<file path="src/rtl/apb_timer_ch.sv">
// APB timer channel: CNT_W-bit up/down counter with prescaler, auto-reload, sticky flags and level IRQ.
// Optional compare-match register and flag are built only when `TMR_CMP_MATCH_EN is defined.
module apb_timer_ch #(
  parameter int CNT_W  = 16,
  parameter int ADDR_W = 8
) (
  input  logic              pclk,
  input  logic              presetn,
  input  logic              psel,
  input  logic              penable,
  input  logic              pwrite,
  input  logic [ADDR_W-1:0] paddr,
  input  logic [CNT_W-1:0]  pwdata,
  output logic [CNT_W-1:0]  prdata,
  output logic              pready,
  output logic              pslverr,
  output logic              tmr_irq
);

`ifdef TMR_CMP_MATCH_EN
  localparam logic [2:0] FLAG_MASK = 3'b111;
`else
  localparam logic [2:0] FLAG_MASK = 3'b011;
`endif
  localparam logic [CNT_W-1:0] CNT_MAX = {CNT_W{1'b1}};

  logic [CNT_W-1:0] tdr_q, tcnt_q, tcnt_d;
  logic [2:0]       clk_sel_q, tsr_q, tsr_d, tier_q, flag_set;
  logic             en_q, dw_q, arl_q, load_q, irq_q;
  logic [7:0]       presc_q, presc_mask;
  logic             access, wr_en, tick, count_en, ovf_evt, udf_evt, cmp_evt;
  logic             sel_tdr, sel_tcr, sel_tsr, sel_tier, sel_tcnt, sel_tcmp, mapped;
`ifdef TMR_CMP_MATCH_EN
  logic [CNT_W-1:0] tcmp_q;
`endif

  assign access   = psel & penable;
  assign wr_en    = access & pwrite;
  assign sel_tdr  = (paddr == ADDR_W'(0));
  assign sel_tcr  = (paddr == ADDR_W'(1));
  assign sel_tsr  = (paddr == ADDR_W'(2));
  assign sel_tier = (paddr == ADDR_W'(3));
  assign sel_tcnt = (paddr == ADDR_W'(4));
`ifdef TMR_CMP_MATCH_EN
  assign sel_tcmp = (paddr == ADDR_W'(5));
`else
  assign sel_tcmp = 1'b0;
`endif
  assign mapped   = sel_tdr | sel_tcr | sel_tsr | sel_tier | sel_tcnt | sel_tcmp;

  assign pready  = 1'b1;
  assign pslverr = access & (~mapped | (pwrite & sel_tcnt));
  assign tmr_irq = irq_q;

  always_comb begin
    prdata = '0;
    if (access && !pwrite) begin
      if (sel_tdr)  prdata = tdr_q;
      if (sel_tcr)  prdata = CNT_W'({load_q, arl_q, dw_q, en_q, 1'b0, clk_sel_q});
      if (sel_tsr)  prdata = CNT_W'(tsr_q);
      if (sel_tier) prdata = CNT_W'(tier_q);
      if (sel_tcnt) prdata = tcnt_q;
`ifdef TMR_CMP_MATCH_EN
      if (sel_tcmp) prdata = tcmp_q;
`endif
    end
  end

  // Tick fires when the low clk_sel+1 prescaler bits are all ones: divide by 2^(clk_sel+1).
  assign presc_mask = 8'((9'd2 << clk_sel_q) - 9'd1);
  assign count_en   = en_q & ~load_q;
  assign tick       = count_en & ((presc_q & presc_mask) == presc_mask);

  always_comb begin
    tcnt_d  = tcnt_q;
    ovf_evt = 1'b0;
    udf_evt = 1'b0;
    if (load_q) begin
      tcnt_d = tdr_q;
    end else if (tick) begin
      if (!dw_q) begin
        if (tcnt_q == CNT_MAX) begin
          tcnt_d  = arl_q ? tdr_q : '0;
          ovf_evt = 1'b1;
        end else begin
          tcnt_d = tcnt_q + CNT_W'(1);
        end
      end else begin
        if (tcnt_q == '0) begin
          tcnt_d  = arl_q ? tdr_q : CNT_MAX;
          udf_evt = 1'b1;
        end else begin
          tcnt_d = tcnt_q - CNT_W'(1);
        end
      end
    end
  end

`ifdef TMR_CMP_MATCH_EN
  assign cmp_evt = tick & (tcnt_d == tcmp_q);
`else
  assign cmp_evt = 1'b0;
`endif
  assign flag_set = {cmp_evt, udf_evt, ovf_evt};

  // Software write-0-clear is applied first so a coincident hardware set wins.
  always_comb begin
    tsr_d = tsr_q;
    if (wr_en && sel_tsr) tsr_d = tsr_q & pwdata[2:0];
    tsr_d = (tsr_d | flag_set) & FLAG_MASK;
  end

  always_ff @(posedge pclk or negedge presetn) begin
    if (!presetn) begin
      tdr_q     <= '0;
      tcnt_q    <= '0;
      clk_sel_q <= '0;
      en_q      <= 1'b0;
      dw_q      <= 1'b0;
      arl_q     <= 1'b0;
      load_q    <= 1'b0;
      tsr_q     <= '0;
      tier_q    <= '0;
      presc_q   <= '0;
      irq_q     <= 1'b0;
`ifdef TMR_CMP_MATCH_EN
      tcmp_q    <= '0;
`endif
    end else begin
      tcnt_q  <= tcnt_d;
      tsr_q   <= tsr_d;
      presc_q <= count_en ? presc_q + 8'd1 : 8'd0;
      irq_q   <= |(tsr_q & tier_q);
      if (wr_en && sel_tdr) tdr_q <= pwdata;
      if (wr_en && sel_tcr) begin
        clk_sel_q <= pwdata[2:0];
        en_q      <= pwdata[4];
        dw_q      <= pwdata[5];
        arl_q     <= pwdata[6];
        load_q    <= pwdata[7];
      end
      if (wr_en && sel_tier) tier_q <= pwdata[2:0] & FLAG_MASK;
`ifdef TMR_CMP_MATCH_EN
      if (wr_en && sel_tcmp) tcmp_q <= pwdata;
`endif
    end
  end

endmodule

</file>
<file path="config.mk">
export PLATFORM = sky130hd
export DESIGN_NAME = apb_timer_ch
export DESIGN_NICKNAME = d
export VERILOG_FILES = /design/src/rtl/apb_timer_ch.sv
export SDC_FILE = /design/constraint.sdc
export NUM_CORES = 1
export LEC_CHECK = 0
export ABC_CLOCK_PERIOD_IN_PS = 3600
export CAP_MARGIN = 20
export CELL_PAD_IN_SITES_DETAIL_PLACEMENT = 1
export CELL_PAD_IN_SITES_GLOBAL_PLACEMENT = 1
export CORE_UTILIZATION = 44
export CTS_BUF_LIST = sky130_fd_sc_hd__clkbuf_2 sky130_fd_sc_hd__clkbuf_4 sky130_fd_sc_hd__clkbuf_8
export DETAILED_ROUTE_END_ITERATION = 8
export PLACE_DENSITY = 0.84
export SETUP_SLACK_MARGIN = 0.2
export SKIP_CTS_REPAIR_TIMING = 1
export SLEW_MARGIN = 20
export SYNTH_ARGS = -nofsm -noshare
export SYNTH_HDL_FRONTEND = slang
export SYNTH_SLANG_ARGS = --single-unit
</file>
<file path="constraint.sdc">
create_clock -name pclk -period 3.6 [get_ports pclk]
set_input_delay 0.72 -clock pclk [delete_from_list [all_inputs] [get_ports pclk]]
set_output_delay 0.72 -clock pclk [all_outputs]
set_load 0.01 [all_outputs]
</file>
# Yosys cells after proc, flatten, opt, wreduce, memory -nomap -nowiden
# Index checks and enable logic that the tools add are counted.
# classes
n_addsub	4
n_eq_ne	6
shift	1
n_mux	23
bitwise	17
reduce_logical	10
# ops
cell	count
16-bit two-way mux	13
16-bit by 1-bit adder with 16-bit output (second input constant)	1
16-bit == test (second input constant)	1
8-bit by 2-bit == test with 1-bit output (second input constant)	2
16-bit logical NOT	1
16-bit by 1-bit subtractor with 16-bit output (second input constant)	1
8-bit by 1-bit adder with 8-bit output (second input constant)	1
8-bit AND	1
8-bit by 1-bit == test with 1-bit output (second input constant)	1
8-bit by 3-bit == test with 1-bit output (second input constant)	1
8-bit == test	1
8-bit logical NOT	1
1-bit two-way mux	8
8-bit two-way mux	1
2-bit by 3-bit << shifter with 8-bit output (first input constant)	1
8-bit by 1-bit subtractor with 8-bit output (second input constant)	1
1-bit AND	6
1-bit logical AND	5
1-bit OR	5
2-bit AND	2
3-bit OR reduction	1
2-bit two-way mux	1
1-bit NOT	2
2-bit OR	1
other kinds (2)	2
# word_totals
regBits	52
out_inout_bits	19

# Longest topological paths before layout
# Gate-level depths: netlist of the first run.
# depth
word_depth	8
depth_mapped	9
depth_no_buf	8

# Worst setup path after synthesis of the first run
# No wires, ideal clock.
# synth_path
path_kind	input -> output
startpoint	input paddr[3]
endpoint	output prdata[10]
t_arrival_ns	2.384
required_time_ns	2.880
setup_slack_ns	0.496
cell_stages	5
path_buffers	1
cell_sequence	or4_1 -> nor3_1 -> clkbuf_1 -> a22oi_1 -> nor2_1
# synth_via
elab_chain_len	7
# synth_rtl
item	line	rtl
start: declaration	12	input logic [ADDR_W-1:0] paddr,
8-bit logical NOT	39	assign sel_tdr = (paddr == ADDR_W'(0));
16-bit two-way mux	58	if (sel_tdr) prdata = tdr_q;
16-bit two-way mux	59	if (sel_tcr) prdata = CNT_W'({load_q, arl_q, dw_q, en_q, 1'b0, clk_sel_q});
16-bit two-way mux	60	if (sel_tsr) prdata = CNT_W'(tsr_q);
16-bit two-way mux	61	if (sel_tier) prdata = CNT_W'(tier_q);
16-bit two-way mux (*)	62	if (sel_tcnt) prdata = tcnt_q;
16-bit two-way mux (*)	57	if (access && !pwrite) begin
end: declaration	14	output logic [CNT_W-1:0] prdata,
# Mark *: on every way between the ends. The rest lies on a longest branch, timed or not.

# Final worst setup path of the first run
# layout_path
startpoint	input paddr[1]
endpoint	output prdata[1]
# Same word-level chain as after synthesis.

==> flow_summary.yaml, run 1 <==
global_routing:
  first_global_vias: 3850
  grt_remaining_overflow: 0
  grt_max_degree: 36
  grt_usage_pct: 30.1
  antenna_found_initial: 0
  grt_first_pass_wirelength_um: 20400
timing:
  relSlewSlack_pct: 36.7
  max_clock_freq_ghz: 0.300
  setup_violations: 0
  clock_skew_ns: 0.0102
  hold_viol: 0
  fin_crit_sh_pct: 92.5
  grt_setup_unrepaired: "no"
  layout_min_cycle_time_ns: 3.33
  tightestPinTransition_ns: 0.949
  report.final.slew_viol_count: 0
pwr:
  p_leak_uw: 0.00210
  powerDensity_mw_per_mm2: 326
  irDropWorstVdd_mv: 0.277
  power_uw: 1480
setup_path:
  slowest_stage: "clkdlybuf4s50_1"
  reg2reg_to: "tcnt_q[5]"
  crit_start: "paddr[1]"
  timing.rr.start: "tcnt_q[7]"
  cp-endpoint: "prdata[1]"
  crit_type: "primary input to output pin"
  cp-end-kind: "output pin"
  path_max_fanout: 6
  r2r_setup_slack_ns: 0.53
  crit_path_cell_trace: "clkdlybuf4s50_1, buf_4, nor2_1, nand2_1, nor3_4, buf_4, buf_6, a22oi_1, nor2_1, dlymetal6s2s_1"
  worstPathArrival_ns: 2.61
  cp_slowest_stage_delay_ns: 0.49
  rr_worst_depth: 6
  cp.required_ns: 2.88
  start_kind: "primary input"
synthesis:
  syn_nets: 456
  ys_ff_latch: 52
  ys_types: 67
  yosysWarnings: 0
  yosys.area.top_type: "dfrtp_1"
  synth-main-ff-cell: "dfrtp_1"
  synth_common_cells: "dfrtp_1, nor2_1, nand2_1, mux2_2, o21ai_0"
  synth_top_area_share_pct: 34.7
  synth_edf_count: 0
  synthArstFlopShare_pct: 100
  syn_area_sq_mm: 0.00375
  seq_area_frac_synth_pct: 34.7
  netlist_instances: 423
  synth.most_common_cell: "dfrtp_1"
  synth_area_leaders: "dfrtp_1, mux2_2, nor2_1"
  syn_area_per_cell_sq_um: 8.87
layout:
  area_growth_pct: 20.8
  drive_gt1_share_pct: 17.1
  fin_area_sq_mm: 0.00454
  multi_input_area_sq_mm: 0.00224
  nFillCells: 957
  n_antenna_cell: 0
  nets: 501
  final-seq-area_sq_mm: 0.00130
run:
  maxCapViolations: 0
routing:
  vias: 3870
  via_per_inst: 6.75
  met2WireLength_um: 6550
  met3_length_um: 1150
  drt-met1-wl_um: 5470
  postRouteAntennaNets: 0
  routed.top_layer: "met4"
  remaining_drc_errors: 0
  first_iter_violations: 397
  wl_per_cell_um: 23.9
  wl_um: 13700
  firstDrtPassIters: 7
floorplanning:
  dieArea_sq_mm: 0.00890
  core_area_sq_mm: 0.00822
  rows: 33
  pin_count: 48
  chipWidth_um: 94.4
  start_util_pct: 45.7
  die_y_um: 94.4
status:
  status: "completed"
cts:
  insertion_delay_ns: 0.31
  cts_root_buf: "clkbuf_8"
  cts_sinks: 52
  cts_tree: "done"
  cts_made_buffers: 5
  cts.path.max_buffers: 2
  htree_levels: 2
  clk_pin_slew_ns: 0.10
placement:
  hpwl_um: 8980
  place_area_sq_mm: 0.00432
  io_buffers: 46
  place.gp.congestion: 0.941
worst_hold_path:
  hold_class: "primary input to asynchronous set/reset pin"
placed cells by master, fill, tap and decap left out, drive strengths merged, types with 5 or more instances in the layout:
cell type / instances
dlymetal6s2s: 20
nand2: 30
and3: 10
xnor2: 7
nor4: 6
nor3: 10
xor2: 11
nand4: 10
clkbuf: 5
buf: 28
nor2: 40
mux2: 25
nand3: 18
dfrtp: 52
a22oi: 14
a31oi: 8
o21ai: 28
a211oi: 7
and2: 8
a21oi: 15
inv: 15
clkdlybuf4s50: 24
registers in the layout (all words and copies together), names as in the netlist:
register and cells:
tmr_irq 1, load_q 1, presc_q 8, tier_q 2, clk_sel_q 3, en_q 1
arl_q 1, tcnt_q 16, tsr_q 2, tdr_q 16, dw_q 1
how the worst min path moves through the flow:
stage / from / endpoint / slack, ns / depth (start not counted)
after global placement: tier_q[0] / tmr_irq / 0.51 / 1
final: presetn / tdr_q[9] / 0.50 / 1
after detailed placement: tsr_q[0] / tmr_irq / 0.52 / 1
after global routing: presetn / presc_q[0] / 0.56 / 1
after CTS: presetn / tcnt_q[4] / 0.54 / 1
after floorplan: presetn / arl_q / 0.42 / 0
final cells by class:
class                           count  share of cell area (%)
Multi-Input combinational cell    323                    49.3
Inverter                           14                    1.16
Sequential cell                    52                    28.7
Clock buffer                        5                    1.52
Clock inverter                      2                   0.359
Timing Repair Buffer               72                    16.1
Tap cell                          105                    2.90
power by group:
group	internal, uW	switching [uW]	leakage, uW	total [uW]
registers	608	73.9	0.000704	682
clock network	136	208	0.0000406	344
logic	190	264	0.00136	455
total	934	546	0.00210	1480
stage by stage:
step | hold WS [ns] | setup WS, ns | instances | utilization, % | setup TNS [ns]
after floorplan | 0.424 | 0.496 | 423 | - | 0
after global placement | 0.514 | -0.190 | 560 | 52.6 | -2.18
after global routing | 0.564 | 0.241 | 573 | 55.2 | 0
after detailed placement | 0.517 | -0.390 | 560 | 52.6 | -4.29
after CTS | 0.536 | -0.388 | 567 | 53.6 | -4.39
final | 0.501 | 0.270 | 573 | 55.2 | 0
cells by family (layout without fill, tap and decap cells):
group                    Yosys count  in the layout  share of synthesized area (%)
multiplexers                      29             29                           9.23
adder cells (fa/ha/maj)            4              4                           1.33
AND/OR/NAND/NOR                  153            153                           21.3
other                              1              1                         0.0999
flip-flops                        52             52                           34.7
AO/OA/AOI/OAI                    118            118                           22.4
buffers and inverters             48             93                           6.77
XOR/XNOR                          18             18                           4.20
worst max-delay path: cells and delay by family:
kind                   cells  cell delay [ns]
buffers and inverters      5             1.16
and+or+nand+nor            4             0.63
AOI/OAI and AO/OA          1             0.10
layer usage:
layer,global-route usage (%),vias to the layer above
li1,-,1669
met1,40.5,1932
met2,49.9,232
met3,4.27,37
met4,9.36,0
met5,0,-
(Power assumes the default switching activity.)
==> inputs of run 2 (changes only) <==
- CORE_MARGIN: default -> 2
- CORE_UTILIZATION: 44 -> 25
- PLACE_DENSITY: 0.84 -> 0.53
==> run 2 against run 1 <==
  * Final cell count is 14% higher
  * Power is 2.9% higher
  * Clock skew is 0.0030 ns higher
  * Setup slack better by 0.0077 ns
  * Utilization is 23 points lower
  * Count of clock-buffer cells in the layout stayed put
  * Critical path type unchanged
  * Worst hold slack worse by 0.087 ns
  * Sequential share of layout area is 0.63 points lower
  * Global-route usage is 13 points lower
  * Clock power is 13% higher
  * Die area is 80% higher
  * Combinational power is 2% higher
==> flow_summary.yaml, run 2 (same netlist as run 1, synthesis figures left out) <==
global_routing:
  use_met2_pct: 29.2
  grt_usage_pct: 17.4
  grt.met1_usage_pct: 22.8
  grt_max_degree: 33
  antenna_found_initial: 0
  met3_usage_pct: 3.16
  grt_remaining_overflow: 0
  grt.busiest_layer: "met2"
  first_global_vias: 3850
  grt_first_pass_wirelength_um: 21800
timing:
  relSlewSlack_pct: 34.8
  fin_ws_ns: 0.277
  setup_violations: 0
  clock_skew_ns: 0.0132
  hold_viol: 0
  layout_min_cycle_time_ns: 3.32
  report.final.slew_viol_count: 0
  max_clock_freq_ghz: 0.301
  tightestPinTransition_ns: 0.978
  grt_setup_unrepaired: "no"
  fin_crit_sh_pct: 92.3
pwr:
  p_leak_uw: 0.00210
  switching_share_pct: 37.9
  powerDensity_mw_per_mm2: 328
  p_int_uw: 946
  irDropWorstVdd_mv: 0.129
  p_switching_uw: 578
  pwr-share-clk_pct: 25.6
  comb_power_share_pct: 30.3
  p_seq_share_pct: 44.1
  power_uw: 1520
layout:
  top_regs: "tcnt_q: 16 flops, tdr_q: 16 flops, presc_q: 8 flops"
  nFillCells: 1685
  final_cell_mix: "dfrtp_1, nor2_1, nand2_1"
  drive_gt1_share_pct: 17.1
  nets: 501
  final-seq-area_sq_mm: 0.00130
  n_antenna_cell: 0
  area_growth_pct: 23.6
  fin_util_pct: 31.8
  multi_input_area_sq_mm: 0.00223
  final_common_cell: "dfrtp_1"
routing:
  postRouteAntennaNets: 0
  vias: 3627
  wl_um: 14000
  wl_per_cell_um: 21.5
  remaining_drc_errors: 0
  firstDrtPassIters: 4
  via_per_inst: 5.55
  first_iter_violations: 185
setup_path:
  start_kind: "primary input"
  crit_type: "primary input to output pin"
  worstPathArrival_ns: 2.60
  timing.rr.start: "tcnt_q[4]"
  cp-end-kind: "output pin"
  rr_worst_depth: 6
  r2r_setup_slack_ns: 0.66
  cp.required_ns: 2.88
  reg2reg_to: "tcnt_q[4]"
  path_max_fanout: 7
cts:
  cts_made_buffers: 5
  cts_tree: "done"
  clk_pin_slew_ns: 0.10
  cts_sinks: 52
  cts_root_buf: "clkbuf_8"
  cts.path.max_buffers: 2
  insertion_delay_ns: 0.35
  htree_levels: 2
floorplanning:
  chipWidth_um: 127
  pin_count: 48
  start_util_pct: 25.7
  die_y_um: 127
  core_area_sq_mm: 0.0146
  rows: 44
  dieArea_sq_mm: 0.0160
placement:
  hpwl_um: 9850
  place.gp.congestion: 0.888
  io_buffers: 46
  place_ws_ns: -0.202
status:
  status: "completed"
worst_hold_path:
  hold_class: "primary input to asynchronous set/reset pin"
run:
  maxCapViolations: 0
==> run 2: cell types whose count changed in the layout (fill, tap and decap cells not counted), sizes merged <==
cell,previous run,this run
buf,28,27
clkbuf,5,6
clkinv,0,1
==> run 2: per-stage QoR <==
| step | setup TNS (ns) | area [sq um] | std cells | hold slack [ns] |
|---|---|---|---|---|
| final | 0 | 4640 | 653 | 0.414 |
| after global routing | 0 | 4640 | 653 | 0.463 |
| after CTS | -2.77 | 4520 | 649 | 0.421 |
| after detailed placement | -2.70 | 4420 | 641 | 0.520 |
| after global placement | -2.53 | 4420 | 641 | 0.514 |
| after floorplan | 0 | 3750 | 423 | 0.424 |
==> run 2: cell type report <==
cell class	count	area share, %
repair buffers	72	15.7
flip-flops and latches	52	28.1
well taps	184	4.96
clock inverters	3	0.593
clock buffers	5	1.48
inverters	14	1.13
multi-input cells	323	48.0
==> run 2: routing by layer <==
layer	vias up	routed length, um
met3	14	716
met1	1861	6130
met4	0	215
met5	-	0
li1	1677	-
met2	75	6960
==> run 2: worst max path at each step <==
stage	cells past startpoint	from	to	slack, ns
after floorplan	5	paddr[3]	prdata[10]	0.50
after global placement	9	paddr[3]	prdata[15]	-0.21
after detailed placement	9	paddr[3]	prdata[6]	-0.20
after CTS	9	paddr[3]	prdata[15]	-0.22
after global routing	9	paddr[7]	prdata[15]	0.20
final	9	paddr[7]	prdata[15]	0.28
==> run 2: power groups by stage <==
stage	registers (uW)	clock network, uW	logic, uW
3_3_place_gp	681	0	445
4_1_cts	669	411	455
5_1_grt	677	432	505
3_5_place_dp	680	0	453
2_1_floorplan	636	0	352
6_report	671	390	462
==> run 2: worst max-delay path: stages <==
cell	delay, ns
dlymetal6s2s_1	0.14
or4_4	0.56
nor4_4	0.27
buf_4	0.15
and2b_2	0.22
buf_12	0.15
a22oi_1	0.08
nor2_1	0.13
dlymetal6s2s_1	0.18
